<file path="config.mk">
export PLATFORM = sky130hd
export DESIGN_NAME = nn_stream_loader
export DESIGN_NICKNAME = d
export VERILOG_FILES = /design/src/rtl/nn_loader_pkg.sv /design/src/rtl/nn_addr_counter.sv /design/src/rtl/nn_stream_loader.sv
export SDC_FILE = /design/constraint.sdc
export NUM_CORES = 1
export LEC_CHECK = 0
export BUFFER_PORTS_ARGS = -buffer_cell sky130_fd_sc_hd__buf_2
export CAP_MARGIN = 20
export CORE_MARGIN = 2
export CORE_UTILIZATION = 46
export CTS_CLUSTER_SIZE = 24
export DETAILED_ROUTE_END_ITERATION = 7
export GPL_ROUTABILITY_DRIVEN = 1
export PLACE_DENSITY = 0.71
export SLEW_MARGIN = 20
export SYNTH_ARGS = -nofsm -noshare
export SYNTH_HDL_FRONTEND = slang
export SYNTH_HIERARCHICAL = 1
export SYNTH_SLANG_ARGS = --single-unit
</file>
<file path="constraint.sdc">
create_clock -name clk -period 1.91 [get_ports clk]
set_input_delay 0.2865 -clock clk [delete_from_list [all_inputs] [get_ports clk]]
set_output_delay 0.2865 -clock clk [all_outputs]
set_load 0.1 [all_outputs]
</file>
<file path="src/rtl/nn_loader_pkg.sv">
// Shared types and command codes for the neural-network stream loader.
package nn_loader_pkg;

   typedef enum logic [1:0] {IDLE, LOAD_W, LOAD_X, DONE} loader_state_t;

   localparam int unsigned CMD_LOAD_W = 1;
   localparam int unsigned CMD_LOAD_X = 2;

endpackage

</file>
<file path="src/rtl/nn_addr_counter.sv">
// Cascaded layer/row/column wrap counters; k fastest, then j, then layer.
// In j_only mode every increment steps j directly and k/layer stay put.
module nn_addr_counter #(
   parameter int unsigned LAYER_SIZE  = 4,
   parameter int unsigned LAYER_DEPTH = 4,
   localparam int unsigned LW = $clog2(LAYER_DEPTH),
   localparam int unsigned NW = $clog2(LAYER_SIZE)
) (
   input  logic          clk,
   input  logic          rst,
   input  logic          clr,
   input  logic          inc,
   input  logic          j_only,
   output logic [LW-1:0] layer,
   output logic [NW-1:0] node_j,
   output logic [NW-1:0] node_k,
   output logic          last,
   output logic          j_last
);

   localparam logic [NW-1:0] NodeMax  = NW'(LAYER_SIZE - 1);
   localparam logic [LW-1:0] LayerMax = LW'(LAYER_DEPTH - 1);

   logic [LW-1:0] layer_q, layer_d;
   logic [NW-1:0] j_q, j_d;
   logic [NW-1:0] k_q, k_d;
   logic          k_last, l_last;

   assign k_last = (k_q == NodeMax);
   assign j_last = (j_q == NodeMax);
   assign l_last = (layer_q == LayerMax);
   assign last   = k_last && j_last && l_last;

   always_comb begin
      layer_d = layer_q;
      j_d     = j_q;
      k_d     = k_q;
      if (clr) begin
         layer_d = '0;
         j_d     = '0;
         k_d     = '0;
      end else if (inc) begin
         if (j_only) begin
            j_d = j_last ? '0 : j_q + 1'b1;
         end else begin
            k_d = k_last ? '0 : k_q + 1'b1;
            if (k_last) begin
               j_d = j_last ? '0 : j_q + 1'b1;
               if (j_last) begin
                  layer_d = l_last ? '0 : layer_q + 1'b1;
               end
            end
         end
      end
   end

   always_ff @(posedge clk or negedge rst) begin
      if (!rst) begin
         layer_q <= '0;
         j_q     <= '0;
         k_q     <= '0;
      end else begin
         layer_q <= layer_d;
         j_q     <= j_d;
         k_q     <= k_d;
      end
   end

   assign layer  = layer_q;
   assign node_j = j_q;
   assign node_k = k_q;

endmodule

</file>
<file path="src/rtl/nn_stream_loader.sv">
// Decodes a valid/ready command stream into write bursts on the network's
// weight or input memory port, generating layer/row/column addresses itself.
module nn_stream_loader
   import nn_loader_pkg::*;
#(
   parameter int unsigned LAYER_SIZE  = 4,
   parameter int unsigned LAYER_DEPTH = 4,
   parameter int unsigned BIT_SIZE    = 16,
   localparam int unsigned LW = $clog2(LAYER_DEPTH),
   localparam int unsigned NW = $clog2(LAYER_SIZE)
) (
   input  logic                clk,
   input  logic                rst,
   input  logic [BIT_SIZE-1:0] s_data,
   input  logic                s_valid,
   output logic                s_ready,
   input  logic                abort,
   output logic                weight_write_enable,
   output logic                input_write_enable,
   output logic [LW-1:0]       addr_layer,
   output logic [NW-1:0]       addr_node_j,
   output logic [NW-1:0]       addr_node_k,
   output logic [BIT_SIZE-1:0] data_out,
   output logic                busy,
   output logic                done,
   output logic                cmd_err
);

   loader_state_t state_q, state_d;

   logic                wwe_q, wwe_d, iwe_q, iwe_d;
   logic [LW-1:0]       layer_q, layer_d;
   logic [NW-1:0]       j_q, j_d, k_q, k_d;
   logic [BIT_SIZE-1:0] data_q, data_d;
   logic                done_q, done_d, err_q, err_d;

   logic                accept, cnt_clr, cnt_inc, cnt_last, cnt_j_last;
   logic [LW-1:0]       cnt_layer;
   logic [NW-1:0]       cnt_j, cnt_k;

   // Not ready while reset is held, even though the state already reads IDLE.
   assign s_ready = rst && (state_q != DONE);
   assign accept  = s_valid && s_ready;
   assign busy    = (state_q == LOAD_W) || (state_q == LOAD_X);

   nn_addr_counter #(
      .LAYER_SIZE  (LAYER_SIZE),
      .LAYER_DEPTH (LAYER_DEPTH)
   ) u_cnt (
      .clk    (clk),
      .rst    (rst),
      .clr    (cnt_clr),
      .inc    (cnt_inc),
      .j_only (state_q == LOAD_X),
      .layer  (cnt_layer),
      .node_j (cnt_j),
      .node_k (cnt_k),
      .last   (cnt_last),
      .j_last (cnt_j_last)
   );

   always_comb begin
      state_d = state_q;
      wwe_d   = 1'b0;
      iwe_d   = 1'b0;
      layer_d = layer_q;
      j_d     = j_q;
      k_d     = k_q;
      data_d  = data_q;
      done_d  = 1'b0;
      err_d   = 1'b0;
      cnt_clr = 1'b0;
      cnt_inc = 1'b0;
      case (state_q)
         IDLE: begin
            if (accept) begin
               if (s_data == BIT_SIZE'(CMD_LOAD_W)) begin
                  state_d = LOAD_W;
                  cnt_clr = 1'b1;
               end else if (s_data == BIT_SIZE'(CMD_LOAD_X)) begin
                  state_d = LOAD_X;
                  cnt_clr = 1'b1;
               end else begin
                  err_d = 1'b1;
               end
            end
         end
         LOAD_W: begin
            if (abort) begin
               state_d = IDLE;
            end else if (accept) begin
               wwe_d   = 1'b1;
               layer_d = cnt_layer;
               j_d     = cnt_j;
               k_d     = cnt_k;
               data_d  = s_data;
               cnt_inc = 1'b1;
               if (cnt_last) begin
                  state_d = DONE;
                  done_d  = 1'b1;
               end
            end
         end
         LOAD_X: begin
            if (abort) begin
               state_d = IDLE;
            end else if (accept) begin
               iwe_d   = 1'b1;
               layer_d = '0;
               j_d     = cnt_j;
               k_d     = '0;
               data_d  = s_data;
               cnt_inc = 1'b1;
               if (cnt_j_last) begin
                  state_d = DONE;
                  done_d  = 1'b1;
               end
            end
         end
         DONE:    state_d = IDLE;
         default: state_d = IDLE;
      endcase
   end

   always_ff @(posedge clk or negedge rst) begin
      if (!rst) begin
         state_q <= IDLE;
         wwe_q   <= 1'b0;
         iwe_q   <= 1'b0;
         layer_q <= '0;
         j_q     <= '0;
         k_q     <= '0;
         data_q  <= '0;
         done_q  <= 1'b0;
         err_q   <= 1'b0;
      end else begin
         state_q <= state_d;
         wwe_q   <= wwe_d;
         iwe_q   <= iwe_d;
         layer_q <= layer_d;
         j_q     <= j_d;
         k_q     <= k_d;
         data_q  <= data_d;
         done_q  <= done_d;
         err_q   <= err_d;
      end
   end

   assign weight_write_enable = wwe_q;
   assign input_write_enable  = iwe_q;
   assign addr_layer          = layer_q;
   assign addr_node_j         = j_q;
   assign addr_node_k         = k_q;
   assign data_out            = data_q;
   assign done                = done_q;
   assign cmd_err             = err_q;

endmodule

</file>
==> impl_metrics.yaml, run 1 <==
outcome:
  outcome: "finished, final reports clean"
logic_synthesis:
  synth_common_cells: "34 x dfrtp_1, 18 x mux2_2, 8 x nor2_1"
  synth_adder_area_share_pct: 5.34
  yosysTopAreaCell: "dfrtp_1"
  yosys_warnings: 6
  synth.avg_cell_area_sq_um: 12.1
  netlist_instances: 136
  synth_xor_area_share_pct: 0.534
  syn_area_sq_um: 1640
  synth_compound_area_share_pct: 8.00
  ys_types: 32
  synth_fp_nets: 163
  ys_ff_latch: 34
  synthMuxAreaShare_pct: 14.2
  yosys.area_share.simple_pct: 18.4
  yosysTopAreaCellShare_pct: 51.8
  synth_edf_count: 0
  synth_area_leaders: "dfrtp_1 52%, mux2_2 12%, ha_1 5.3%, nand2b_1 2.3%, a31oi_1 1.9%"
  synth_top_family_by_area: "simple AND/OR/NAND/NOR gates"
  ys.flop_type: "dfrtp_1"
  synth.most_common_cell: "dfrtp_1"
  yosysSeqAreaShare_pct: 51.8
  async_reset_ff_share_pct: 100
critical_path:
  worst_path_max_delay_cell: "dfrtp_1"
  crit_path_start_kind: "register"
  critPathKind: "register to register"
  worst_path_largest_cell_delay_ns: 0.43
  cp_cell_sequence: "ha_1 > and3_1 > nand2b_1 > and2_1 > a32o_1 > nor4_2"
  crit_family: "simple AND/OR/NAND/NOR gates"
  arrival_ns: 2.10
  critPathRequiredTime_ns: 2.16
  worst-path-buf-inv: 0
  end_kind: "register"
  path_max_fanout: 4
  worst-r2r-setup-slack_ns: 0.06
sta:
  min_period_ns: 1.85
  rsz0062_at_grt: "true"
  finalSetupViolations: 0
  tns_ns: 0
  skew_ns: 0.0115
  fin_crit_sh_pct: 96.9
  slew_headroom_pct: 55.3
  timing.final.hold_violations: 0
  final_max_slew_viol_count: 0
  max_freq_mhz: 540
  worst_pin_slew_ns: 0.668
clock_network:
  clock_latency_ns: 0.34
  htree_levels: 2
  cts.sink_count: 34
  cts_tree: "yes"
  cts.path.max_buffers: 2
  path_clk_slew_ns: 0.11
  cts_root_buf: "clkbuf_4"
  cts_made_buffers: 5
finish:
  drive_gt1_share_pct: 48.5
  syn_to_final_growth_pct: 30.9
  diodes: 0
  multi_input_area_sq_um: 801
  regArea_sq_um: 851
  fillers: 279
  final_cell_count_no_fill: 246
  nets: 226
  final_util_pct: 63.4
routing:
  wl_per_cell_um: 14.6
  via_per_inst: 5.26
  drc: 0
  drtIter0Drc: 75
  drtPass1Iterations: 4
  vias: 1295
  drtAntennaViolNets: 0
  routed_wl_um: 3600
place:
  place_inst: 233
  io_buffers: 47
  place_hpwl_um: 2690
  place_congestion: 0.955
grt:
  gr-total-overflow: 0
  grt_use_total_pct: 19.3
  grt_max_degree: 21
  grt_util_met2_pct: 32.9
  grtUsageMet1_pct: 22.6
  first_global_vias: 1358
  met3_usage_pct: 5.99
  busiest_layer: "met2"
  grt_first_pass_wirelength_um: 6020
  antenna_found_initial: 0
floorplanning:
  die-width_um: 63.7
  die_h_um: 63.7
  io_pins: 48
  core_sq_um: 3390
  initial_core_util_pct: 48.4
  fp.dieArea_sq_um: 4060
  core.rowCount: 21
hold_path:
  hold_class: "input port to register"
job:
  maxCapViolCount: 0
-- metal layers --
layer | part of all wire [%] | up-vias
met4 | 1.3 | 0
met1 | 43 | 632
met3 | 5.7 | 6
met5 | 0 | -
met2 | 50 | 43
li1 | - | 614
-- cell type report --
cell class	instances	area share, %
multi-input combinational	95	37.3
clock inverter	3	1.86
sequential	34	39.6
timing repair buffer	59	16.2
inverter	4	0.698
clock buffer	5	1.75
tap	46	2.68
-- cells by family after synthesis --
logic type / Yosys count
AND/OR/NAND/NOR: 47
flip-flops: 34
multiplexers: 21
AO/OA/AOI/OAI: 19
buffers and inverters: 7
adder cells (fa/ha/maj): 7
XOR/XNOR: 1
-- worst reg2reg max path: stages (launching register included) --
cell	delay [ns]
dfrtp_1	0.43
ha_1	0.25
and3_1	0.18
nand2b_1	0.16
and2_1	0.17
a32o_1	0.29
nor4_2	0.28
-- worst paths after layout --
kind	start	endpoint	cells past startpoint
setup / recovery	u_cnt/node_k[0]$_DFFE_PN0P_	state_q[1]$_DFFE_PN0P_	6
hold / removal	s_data[9]	data_out[9]$_DFFE_PN0P_	2
setup reg to reg	u_cnt/node_k[0]$_DFFE_PN0P_	state_q[1]$_DFFE_PN0P_	6
hold reg to reg	data_out[8]$_DFFE_PN0P_	data_out[8]$_DFFE_PN0P_	1
max in group asynchronous	rst	data_out[5]$_DFFE_PN0P_	4
min in group asynchronous	rst	weight_write_enable$_DFF_PN0_	3
-- layout by cell type, fill, tap and decap left out, types with 3 or more instances in the layout --
cell	netlist	layout
buf_2	2	45
ha_1	7	5
nor4_2	2	4
and2_1	4	4
nand2b_1	6	6
buf_4	0	10
nor2b_1	5	4
clkbuf_4	0	6
a31oi_1	5	5
nor2_1	8	8
dfrtp_1	34	34
nor4_1	5	3
o21ai_0	5	5
inv_1	4	4
mux2_2	18	18
mux2i_1	3	3
nand2_1	7	7
-- state kept, by name (all words and copies together) (netlist names) --
name / count
addr_node_k: 2
input_write_enable: 1
u_cnt/node_k: 2
addr_node_j: 2
weight_write_enable: 1
u_cnt/layer: 2
data_out: 16
state_q: 2
u_cnt/node_j: 2
addr_layer: 2
cmd_err: 1
done: 1
-- stage by stage --
step           hold slack [ns]  cell area, sq um  setup WS (ns)
2_1_floorplan         -0.00909              1670         0.0148
3_3_place_gp             0.307              2010         0.0990
3_5_place_dp             0.312              2010         0.0617
4_1_cts                  0.178              2110        0.00399
5_1_grt                  0.177              2150        -0.0144
6_report                 0.188              2150         0.0588
-- what timing repair did --
item                       4_1_cts  5_1_grt
setup endpoints to repair        0        5
resized for setup                0        4
hold endpoints to repair        34        0
hold buffers                     2        0
setup buffers                    0        3
Power of run 1 is left out: the tool's default activity adds up to more than one toggle a clock period on the data nets, which glitch-free logic cannot reach.
==> inputs of run 2 (changes only) <==
Settings changed: CORE_ASPECT_RATIO set to 1.4.
==> run 2 against run 1 <==
Effect of this change:
- critical path depth fell by 3
- highest routed layer unchanged
- hold slack got worse by 0.15 ns
- utilization fell by 0.67 points
- wire length fell by 0.64%
==> impl_metrics.yaml, run 2 (synthesized netlist as in run 1, its figures left out) <==
floorplanning:
  fp.dieArea_sq_um: 4070
  initial_core_util_pct: 48.1
  io_pins: 48
  die_h_um: 74.7
  core.rowCount: 25
  die-width_um: 54.5
  core_sq_um: 3410
critical_path:
  arrival_ns: 1.54
  path_max_fanout: 4
  critPathKind: "register to output port"
  cp_cell_sequence: "inv_1 > ha_4 > buf_2"
  crit_path_start_kind: "register"
  critPathRequiredTime_ns: 1.62
  worst_path_max_delay_cell: "buf_2"
  crit_family: "buffers and inverters"
  worst_path_largest_cell_delay_ns: 0.42
  end_kind: "output port"
  worst-path-buf-inv: 2
finish:
  nets: 224
  syn_to_final_growth_pct: 30.3
  largest_reg_flops: 16
  diodes: 0
  drive_gt1_share_pct: 49.5
  final_cell_mix: "46 x buf_2, 34 x dfrtp_1, 18 x mux2_2, 10 x buf_4, 8 x nor2_1"
  final_common_cell: "buf_2"
place:
  io_buffers: 47
  place_hpwl_um: 2690
  place_congestion: 0.841
outcome:
  outcome: "finished, final reports clean"
hold_path:
  hold_class: "input port to async pin"
clock_network:
  cts.sink_count: 34
  cts.path.max_buffers: 2
  cts_made_buffers: 5
  cts_hold_buffers: 0
  cts_tree: "yes"
  clock_latency_ns: 0.28
  path_clk_slew_ns: 0.07
  cts_root_buf: "clkbuf_8"
  htree_levels: 2
sta:
  timing.final.hold_violations: 0
  worst_pin_slew_ns: 0.492
  final_max_slew_viol_count: 0
  slew_headroom_pct: 67.4
  min_period_ns: 1.83
  finalSetupViolations: 0
  max_freq_mhz: 548
  fin_crit_sh_pct: 95.6
  tns_ns: 0
  skew_ns: 0.00866
  rsz0062_at_grt: "false"
routing:
  routed_wl_um: 3570
  wl_per_cell_um: 15.0
  drc: 0
  vias: 1322
  drtIter0Drc: 33
  drtPass1Iterations: 4
  via_per_inst: 5.55
  drtAntennaViolNets: 0
grt:
  antenna_found_initial: 0
  first_global_vias: 1327
  grt_use_total_pct: 19.3
  gr-total-overflow: 0
  grt_max_degree: 19
  grt_first_pass_wirelength_um: 5640
job:
  maxCapViolCount: 0
[run 2: cell type report]
type                    count  area [sq um]
repair buffers             57           325
fillers                   299          1270
inverters                   4          15.0
multi-input cells          95           803
well taps                  40          50.0
flip-flops and latches     34           851
clock buffers               6          82.6
clock inverters             2          12.5
[run 2: path summary, 6_finish.rpt]
kind                                                 from                           to  slack (ns)  cells past startpoint
worst max-delay path               state_q[0]$_DFFE_PN0P_                         busy        0.08                      3
worst min-delay path                                  rst   u_cnt/layer[0]$_DFFE_PN0P_        0.03                      2
worst max register to register     state_q[0]$_DFFE_PN0P_  u_cnt/node_j[1]$_DFFE_PN0P_        0.09                      6
worst min register to register  addr_layer[0]$_DFFE_PN0P_    addr_layer[0]$_DFFE_PN0P_        0.50                      2
max in group asynchronous                             rst      data_out[7]$_DFFE_PN0P_        1.67                      2
min in group clk                                s_data[9]      data_out[9]$_DFFE_PN0P_        0.26                      2
[run 2: per-layer routing]
layer	GRT usage [%]	share of wire, %	vias up
li1	-	-	616
met4	7.50	1.3	0
met1	21.2	38	636
met5	0	0	-
met3	4.96	7.0	9
met2	34.4	54	61
[run 2: repair_timing]
item | 4_1_cts | 5_1_grt
resized for setup | 0 | 4
setup endpoints to repair | 0 | 4
buffers inserted | 0 | 2
[run 2: through the flow]
| stage | utilization (%) | setup WS, ns | hold slack (ns) | instance area [sq um] | instances |
|---|---|---|---|---|---|
| after CTS | 61.8 | 0.0518 | 0.0454 | 2110 | 236 |
| after detailed placement | 59.0 | 0.0690 | 0.352 | 2010 | 228 |
| after global placement | 59.0 | 0.120 | 0.341 | 2010 | 228 |
| final | 62.8 | 0.0847 | 0.0335 | 2140 | 238 |
| after global routing | 62.8 | 0.0118 | 0.0570 | 2140 | 238 |
| after floorplan | - | 0.0148 | -0.00909 | 1670 | 136 |
Power of run 2 is left out for the same reason.
==> inputs of run 3 (changes only) <==
Settings changed: CORE_MARGIN 2 to 4, SKIP_LAST_GASP set to 1.
==> run 3 against run 2 <==
Effect of this change:
- design area shrank 0.76%
- hold slack lost 0.016 ns
- die area grew 13%
- worst setup slack lost 0.0018 ns
- non-clock buffer count is the same
==> impl_metrics.yaml, run 3 (synthesized netlist as in run 1, its figures left out) <==
finish:
  nets: 224
  stdcell_area_sq_um: 2120
  largest_reg_flops: 16
  final_util_pct: 62.3
  final_common_cell: "buf_2"
  final_cell_mix: "45 x buf_2, 34 x dfrtp_1, 18 x mux2_2, 11 x buf_4, 8 x nor2_1"
  fillers: 272
  diodes: 0
  drive_gt1_share_pct: 48.5
  syn_to_final_growth_pct: 29.3
routing:
  routed_wl_um: 3680
  drtAntennaViolNets: 0
  drc: 0
  drtPass1Iterations: 4
  drtIter0Drc: 24
  vias: 1296
  wl_per_cell_um: 15.6
  via_per_inst: 5.49
clock_network:
  post_cts_buffers: 0
  cts_hold_buffers: 0
  cts_made_buffers: 5
  htree_levels: 2
  path_clk_slew_ns: 0.07
  cts.path.max_buffers: 2
  cts_root_buf: "clkbuf_8"
  cts.sink_count: 34
  cts_tree: "yes"
  clock_latency_ns: 0.29
floorplanning:
  core_sq_um: 3410
  core.rowCount: 25
  die-width_um: 58.5
  die_h_um: 78.7
  fp.dieArea_sq_um: 4600
  io_pins: 48
  initial_core_util_pct: 48.1
grt:
  grt_use_total_pct: 17.7
  grt_max_degree: 21
  grt_first_pass_wirelength_um: 6200
  antenna_found_initial: 0
  first_global_vias: 1392
  gr-total-overflow: 0
sta:
  max_freq_mhz: 547
  min_period_ns: 1.83
  final_max_slew_viol_count: 0
  hold_slack_ns: 0.0173
  timing.final.hold_violations: 0
  finalWorstSetupSlack_ns: 0.0829
  worst_pin_slew_ns: 0.493
  fin_crit_sh_pct: 95.7
  slew_headroom_pct: 67.4
  skew_ns: 0.00921
  finalSetupViolations: 0
place:
  place_area_sq_um: 2030
  place_congestion: 0.894
  place_hpwl_um: 2690
  place_ws_ns: 0.0981
  io_buffers: 47
outcome:
  outcome: "finished, final reports clean"
critical_path:
  critPathKind: "register to register"
  crit_path_start_kind: "register"
  arrival_ns: 2.03
  path_max_fanout: 7
  critPathRequiredTime_ns: 2.11
  end_kind: "register"
  worst-r2r-setup-slack_ns: 0.08
  worstReg2RegEnd: "state_q[1]$_DFFE_PN0P_"
  rr_worst_depth: 6
  reg2reg_from: "state_q[0]$_DFFE_PN0P_"
hold_path:
  hold_class: "input port to async pin"
job:
  maxCapViolCount: 0
==> run 3: worst max-delay path, stage by stage (launching register included) <==
cell and delay (ns):
dfrtp_1 0.43, inv_1 0.12, ha_1 0.28, nand2b_1 0.12, and2_1 0.22, a32o_1 0.29
nor4_2 0.27
==> run 3: worst max path at each step <==
| stage | start | end | cells past startpoint |
|---|---|---|---|
| 6_report | state_q[0]$_DFFE_PN0P_ | state_q[1]$_DFFE_PN0P_ | 6 |
| 5_1_grt | state_q[0]$_DFFE_PN0P_ | state_q[1]$_DFFE_PN0P_ | 6 |
| 4_1_cts | u_cnt/node_k[0]$_DFFE_PN0P_ | state_q[1]$_DFFE_PN0P_ | 6 |
| 3_5_place_dp | u_cnt/node_k[0]$_DFFE_PN0P_ | state_q[1]$_DFFE_PN0P_ | 6 |
| 3_3_place_gp | u_cnt/node_k[0]$_DFFE_PN0P_ | state_q[0]$_DFFE_PN0P_ | 6 |
| 2_1_floorplan | state_q[0]$_DFFE_PN0P_ | u_cnt/node_j[0]$_DFFE_PN0P_ | 8 |
==> run 3: metrics by stage <==
stage | instances | setup TNS, ns
finish | 236 | 0
global route | 236 | -0.0318
global placement | 230 | 0
CTS | 236 | 0
floorplan | 136 | 0
detailed placement | 230 | 0
==> run 3: timing repair <==
| item | 4_1_cts | 5_1_grt |
|---|---|---|
| endpoints found under the setup margin | 1 | 2 |
| pin swaps | 0 | 0 |
| resized for setup | 1 | 3 |
==> run 3: layer usage <==
metal  global-route usage [%]  vias up  routed length [um]
met5                        0        -                   0
met4                     6.73        0                  57
met3                     6.25        7                 284
met2                     30.2       47                1880
met1                     19.8      632                1460
li1                         -      610                   -
==> run 3: final cells by class <==
class                   count  area, sq um  share of cell area, %
clock buffers               6         82.6                   3.89
inverters                   4         15.0                  0.707
multi-input cells          95          797                   37.5
flip-flops and latches     34          851                   40.1
well taps                  40         50.0                   2.36
repair buffers             57          328                   15.4
Power of run 3 is left out for the same reason.
